==> src/rtl/inc_chain_pkg.sv <==
// inc_chain_pkg: command encodings, FSM states and op-decoding helpers for inc_chain_seq.
package inc_chain_pkg;
   typedef enum logic [1:0] {
      OP_POST_INC = 2'd0,
      OP_POST_DEC = 2'd1,
      OP_PRE_INC  = 2'd2,
      OP_PRE_DEC  = 2'd3
   } cmd_op_e;
   typedef enum logic {
      ST_EMPTY = 1'b0,
      ST_FULL  = 1'b1
   } state_e;
   function automatic logic op_is_dec(input cmd_op_e op);
      return (op == OP_POST_DEC) || (op == OP_PRE_DEC);
   endfunction
   function automatic logic op_is_pre(input cmd_op_e op);
      return (op == OP_PRE_INC) || (op == OP_PRE_DEC);
   endfunction
endpackage

==> src/rtl/inc_chain_lane.sv <==
// inc_chain_lane: one channel register with +/-1 step, operand select and clamp flag.
// Saturating steps are enabled by defining INC_CHAIN_SATURATE_EN.
module inc_chain_lane
   import inc_chain_pkg::*;
#(
   parameter int WIDTH = 4
) (
   input  logic             clk,
   input  logic             rst,
   input  logic             load_i,
   input  logic [WIDTH-1:0] load_val_i,
   input  logic             step_i,
   input  cmd_op_e          op_i,
   output logic [WIDTH-1:0] r_o,
   output logic [WIDTH-1:0] opnd_o,
   output logic             clamp_o
);
   localparam logic [WIDTH-1:0] ONE = WIDTH'(1);
   logic [WIDTH-1:0] r_q, r_d, step_val;
   logic dec, clamp;
   always_comb begin
      dec = op_is_dec(op_i);
`ifdef INC_CHAIN_SATURATE_EN
      clamp = dec ? (r_q == '0) : (&r_q);
`else
      clamp = 1'b0;
`endif
      step_val = clamp ? r_q : (dec ? r_q - ONE : r_q + ONE);
      r_d = load_i ? load_val_i : (step_i ? step_val : r_q);
      opnd_o = op_is_pre(op_i) ? step_val : r_q;
      clamp_o = clamp;
   end
   always_ff @(posedge clk or posedge rst) begin
      if (rst) r_q <= '0;
      else     r_q <= r_d;
   end
   assign r_o = r_q;
endmodule

==> src/rtl/inc_chain_seq.sv <==
// inc_chain_seq: multi-channel increment/decrement with a chained-sum result held in a 1-deep buffer.
// Saturating register steps are enabled by defining INC_CHAIN_SATURATE_EN.
module inc_chain_seq
   import inc_chain_pkg::*;
#(
   parameter int WIDTH    = 4,
   parameter int CHANNELS = 2
) (
   input  logic                      clk,
   input  logic                      rst,
   input  logic                      load_valid,
   input  logic [CHANNELS*WIDTH-1:0] load_data,
   input  logic                      cmd_valid,
   input  logic [1:0]                cmd_op,
   output logic                      cmd_ready,
   output logic                      res_valid,
   input  logic                      res_ready,
   output logic [WIDTH-1:0]          res_sum,
   output logic [CHANNELS*WIDTH-1:0] res_opnd,
   output logic [CHANNELS*WIDTH-1:0] regs,
   output logic                      sat_hit
);
   state_e state_q;
   logic [CHANNELS-1:0][WIDTH-1:0] r_w, opnd_w, opnd_q;
   logic [CHANNELS-1:0] clamp_w;
   logic [WIDTH-1:0] sum_d, sum_q;
   logic sat_d, sat_q, accept;
   cmd_op_e op;
   assign op        = cmd_op_e'(cmd_op);
   assign cmd_ready = !load_valid && (state_q == ST_EMPTY || res_ready);
   assign accept    = cmd_valid && cmd_ready;
   for (genvar g = 0; g < CHANNELS; g++) begin : g_lane
      inc_chain_lane #(.WIDTH(WIDTH)) u_lane (
         .clk        (clk),
         .rst        (rst),
         .load_i     (load_valid),
         .load_val_i (load_data[g*WIDTH +: WIDTH]),
         .step_i     (accept),
         .op_i       (op),
         .r_o        (r_w[g]),
         .opnd_o     (opnd_w[g]),
         .clamp_o    (clamp_w[g])
      );
   end
   always_comb begin
      sum_d = '0;
      for (int i = 0; i < CHANNELS; i++) sum_d = sum_d + opnd_w[i];
      sat_d = |clamp_w;
   end
   // A simultaneous take and accept refills the buffer, so accept is tested first.
   always_ff @(posedge clk or posedge rst) begin
      if (rst) begin
         state_q <= ST_EMPTY;
         sum_q   <= '0;
         opnd_q  <= '0;
         sat_q   <= 1'b0;
      end else if (accept) begin
         state_q <= ST_FULL;
         sum_q   <= sum_d;
         opnd_q  <= opnd_w;
         sat_q   <= sat_d;
      end else if (res_ready) begin
         state_q <= ST_EMPTY;
      end
   end
   assign res_valid = (state_q == ST_FULL);
   assign res_sum   = sum_q;
   assign res_opnd  = opnd_q;
   assign sat_hit   = sat_q;
   assign regs      = r_w;
endmodule

==> config.mk <==
export PLATFORM = sky130hd
export DESIGN_NAME = inc_chain_seq
export DESIGN_NICKNAME = d
export VERILOG_FILES = /design/src/rtl/inc_chain_pkg.sv /design/src/rtl/inc_chain_lane.sv /design/src/rtl/inc_chain_seq.sv
export SDC_FILE = /design/constraint.sdc
export NUM_CORES = 1
export LEC_CHECK = 0
export CELL_PAD_IN_SITES_DETAIL_PLACEMENT = 0
export CELL_PAD_IN_SITES_GLOBAL_PLACEMENT = 1
export CORE_ASPECT_RATIO = 1.5
export CORE_MARGIN = 3
export CORE_UTILIZATION = 35
export CTS_BUF_LIST = sky130_fd_sc_hd__clkbuf_8
export DETAILED_ROUTE_END_ITERATION = 8
export PLACE_DENSITY = 0.8
export SLEW_MARGIN = 20
export SYNTH_ARGS = -nofsm -noshare
export SYNTH_HDL_FRONTEND = slang
export SYNTH_HIERARCHICAL = 1
export SYNTH_SLANG_ARGS = --single-unit
==> constraint.sdc <==
create_clock -name clk -period 2.1 [get_ports clk]
set_clock_uncertainty 0.15 [all_clocks]
set_input_delay 0.42 -clock clk [delete_from_list [all_inputs] [get_ports clk]]
set_output_delay 0.42 -clock clk [all_outputs]
set_load 0.01 [all_outputs]
==> results.toml <==
[clocking]
clk_path_buf_depth = 2
cts_root_buf = "clkbuf_8"
cts.sinks = 22
cts_buffers = 3
clkLatencyLatePin_ns = 0.26
cts_tree = "built"
postCtsHoldBufs = 0
path_clk_slew_ns = 0.08
cts.htree.levels = 1

[placed_design]
dpl.cell_count = 233
gp_congestion = 0.728
dpl_worst_slack_ns = -1.04
port_buffers = 37
hpwlAfterDp_um = 2700

[yosys]
synth_flop_cell = "dfrtp_1"
synth_seq_cells = 22
synth.largest_area_cell = "dfrtp_1"
synthSimpleGateAreaFrac_pct = 10.7
synth.avg_cell_area_um2 = 10.5
syn_nets = 162
yosys.area_share.adder_pct = 10.2
syn_area_um2 = 1440
synth-edff-count = 0
synth-xor-area-share_pct = 6.67
async_reset_ff_share_pct = 100
synth_commonest_cells = "dfrtp_1 (22), nand2_1 (14), inv_1 (10), o21ai_0 (10)"
yosysMostFrequentCell = "dfrtp_1"
netlist_instances = 137
yosys_warnings = 6
ys_types = 28
synth_compound_area_share_pct = 10.2
seq_area_frac_synth_pct = 38.1
yosys-top-cells-area = "dfrtp_1 (38%), mux2_4 (7.3%), ha_1 (6.1%)"
synth_top_area_share_pct = 38.1
synth_top_family_by_area = "multiplexers"
synthMuxAreaShare_pct = 16.2

[die]
fp.dieW_um = 58.4
core_um2 = 3960
ios = 38
die_h_um = 84.7
dieArea_um2 = 4950
initial_core_util_pct = 36.5
floorplan.rows = 28

[route]
firstDrtPassIters = 3
wl_per_cell_um = 13.8
drtIter0Drc = 16
drtAntennaViolNets = 0
finalWirelength_um = 3350
viasPerCell = 4.83
vias = 1173
remaining_drc_errors = 0

[pwr]
combinationalPowerShare_pct = 48.7
powerDensity_nw_per_um2 = 932
pwr-share-seq_pct = 31.3
p_clk_share_pct = 20.0
vdd_ir_drop_max_v = 0.000740
power.leakage_nw = 0.992
total_power_mw = 2.00
swShare_pct = 29.9
switchingPower_mw = 0.597
p_int_mw = 1.40

[global_route]
met1_usage_pct = 16.2
grt_pass1_vias = 1312
grt-ovfl-total = 0
antenna_found_initial = 0
grt_pass1_wl_um = 5770
grtUsageTotal_pct = 14.8
grt-busiest-layer = "met2"
grt_max_degree = 25
grtUsageMet3_pct = 1.54
grt_use_met2_pct = 28.6

[outcome]
violations = "negative setup slack"
status = "finished, violations left"

[layout]
fin_nets = 224
antenna_cells = 0
final_util_pct = 54.2
syn_to_final_growth_pct = 48.5
layoutNonFillerInstCount = 243
drive_gt1_share_pct = 32.8

[timing]
clock.fmax_mhz = 421
rsz0062_at_grt = "yes"
setup_tns_ns = -0.605
hold_violations = 0
period_share_pct = 113
worst_pin_slew_ns = 0.528
setup_ws_ns = -0.273
period_needed_ns = 2.37
drv_slew = 0
relSlewSlack_pct = 64.7
setup_violations = 3

[worst_setup_path]
crit_family = "adder cells"
r2r_slack_ns = -0.27
critPathKind = "reg -> reg"
crit_required_ns = 2.11
end_kind = "flip-flop"
slowest_stage = "fa_1"
crit_path_frequent_cell = "a21oi_2"
cp_data_arrival_time_ns = 2.38
critPathMaxStageDelay_ns = 0.44
critical_path_buf_inv_count = 1
path_max_fanout = 3
worst_setup_path_start_kind = "flip-flop"
critical_path.cell_chain = "inv_1 -> fa_1 -> a21oi_2 -> ha_1 -> a21o_1 -> a21oi_2 -> xnor2_1 -> mux2_4"

[hold_path]
min_path_type = "in -> async"

[flow_run]
drv_cap = 0
## cell type report
type,count,area (µm²)
Fill cell,370,1810
Multi-Input combinational cell,96,836
Timing Repair Buffer,65,587
Sequential cell,22,553
Tap cell,45,56.3
Clock buffer,3,41.3
Inverter,11,41.3
Clock inverter,1,30.0
## power by group through the flow
stage	sequential, mW	clock, mW	combinational (mW)
6_report	0.625	0.399	0.975
5_1_grt	0.647	0.416	1.06
4_1_cts	0.628	0.409	0.964
3_5_place_dp	0.635	0	0.934
3_3_place_gp	0.629	0	0.896
2_1_floorplan	0.687	0	0.420
## cells in the final DEF, fill, tap and decap left out, types with 3 or more instances in the layout
master,instances
o21ai_0,10
xnor2_1,5
inv_1,7
nor4b_1,4
inv_2,4
nor2_1,5
clkbuf_8,3
a21o_1,3
nor3b_1,4
mux2_2,4
mux2_4,10
mux2i_1,5
dfrtp_1,20
ha_1,5
buf_4,27
a21oi_2,6
clkdlybuf4s50_1,35
xor2_1,5
nand2_1,14
## path summary, 6_finish.rpt
kind,end,start,depth (start not counted)
worst max-delay path,res_sum[3]$_DFFE_PP0P_,g_lane[1].u_lane/r_o[1]$_DFFE_PP0P_,8
worst min register to register,res_sum[1]$_DFFE_PP0P_,res_sum[1]$_DFFE_PP0P_,1
max in group asynchronous,res_sum[0]$_DFFE_PP0P_,rst,2
min in group clk,res_sum[1]$_DFFE_PP0P_,res_sum[1]$_DFFE_PP0P_,1
worst max register to register,res_sum[3]$_DFFE_PP0P_,g_lane[1].u_lane/r_o[1]$_DFFE_PP0P_,8
worst min-delay path,g_lane[0].u_lane/r_o[3]$_DFFE_PP0P_,rst,2
## state kept, by name, indices dropped and copies added (netlist names)
register           count
res_sum                4
res_opnd               8
g_lane.u_lane/r_o      8
res_valid              1
sat_hit                1
## cell families after synthesis
logic type,after synthesis
AO/OA/AOI/OAI,24
XOR/XNOR,11
adder cells (fa/ha/maj),10
buffers and inverters,19
flip-flops,22
multiplexers,19
other,2
AND/OR/NAND/NOR,30
## per-layer routing
| layer | part of all wire (%) | routed length [µm] | vias to the layer above |
|---|---|---|---|
| met2 | 58 | 1960 | 20 |
| li1 | - | - | 579 |
| met3 | 2.9 | 96 | 4 |
| met5 | 0 | 0 | - |
| met4 | 1.0 | 34 | 0 |
| met1 | 38 | 1260 | 570 |
## per-stage QoR
step	instance area (µm²)	hold WS, ns
global placement	2010	0.343
CTS	2110	0.274
finish	2140	0.270
detailed placement	2010	0.353
floorplan	1470	0.0360
global route	2140	0.296
## timing repair
| item | in CTS | in global routing |
|---|---|---|
| gates resized for setup | 7 | 4 |
| setup endpoints to repair | 9 | 5 |
| pin swaps | 6 | 8 |
| setup buffers | 4 | 3 |
No activity file was read; power rests on OpenSTA's default activity.
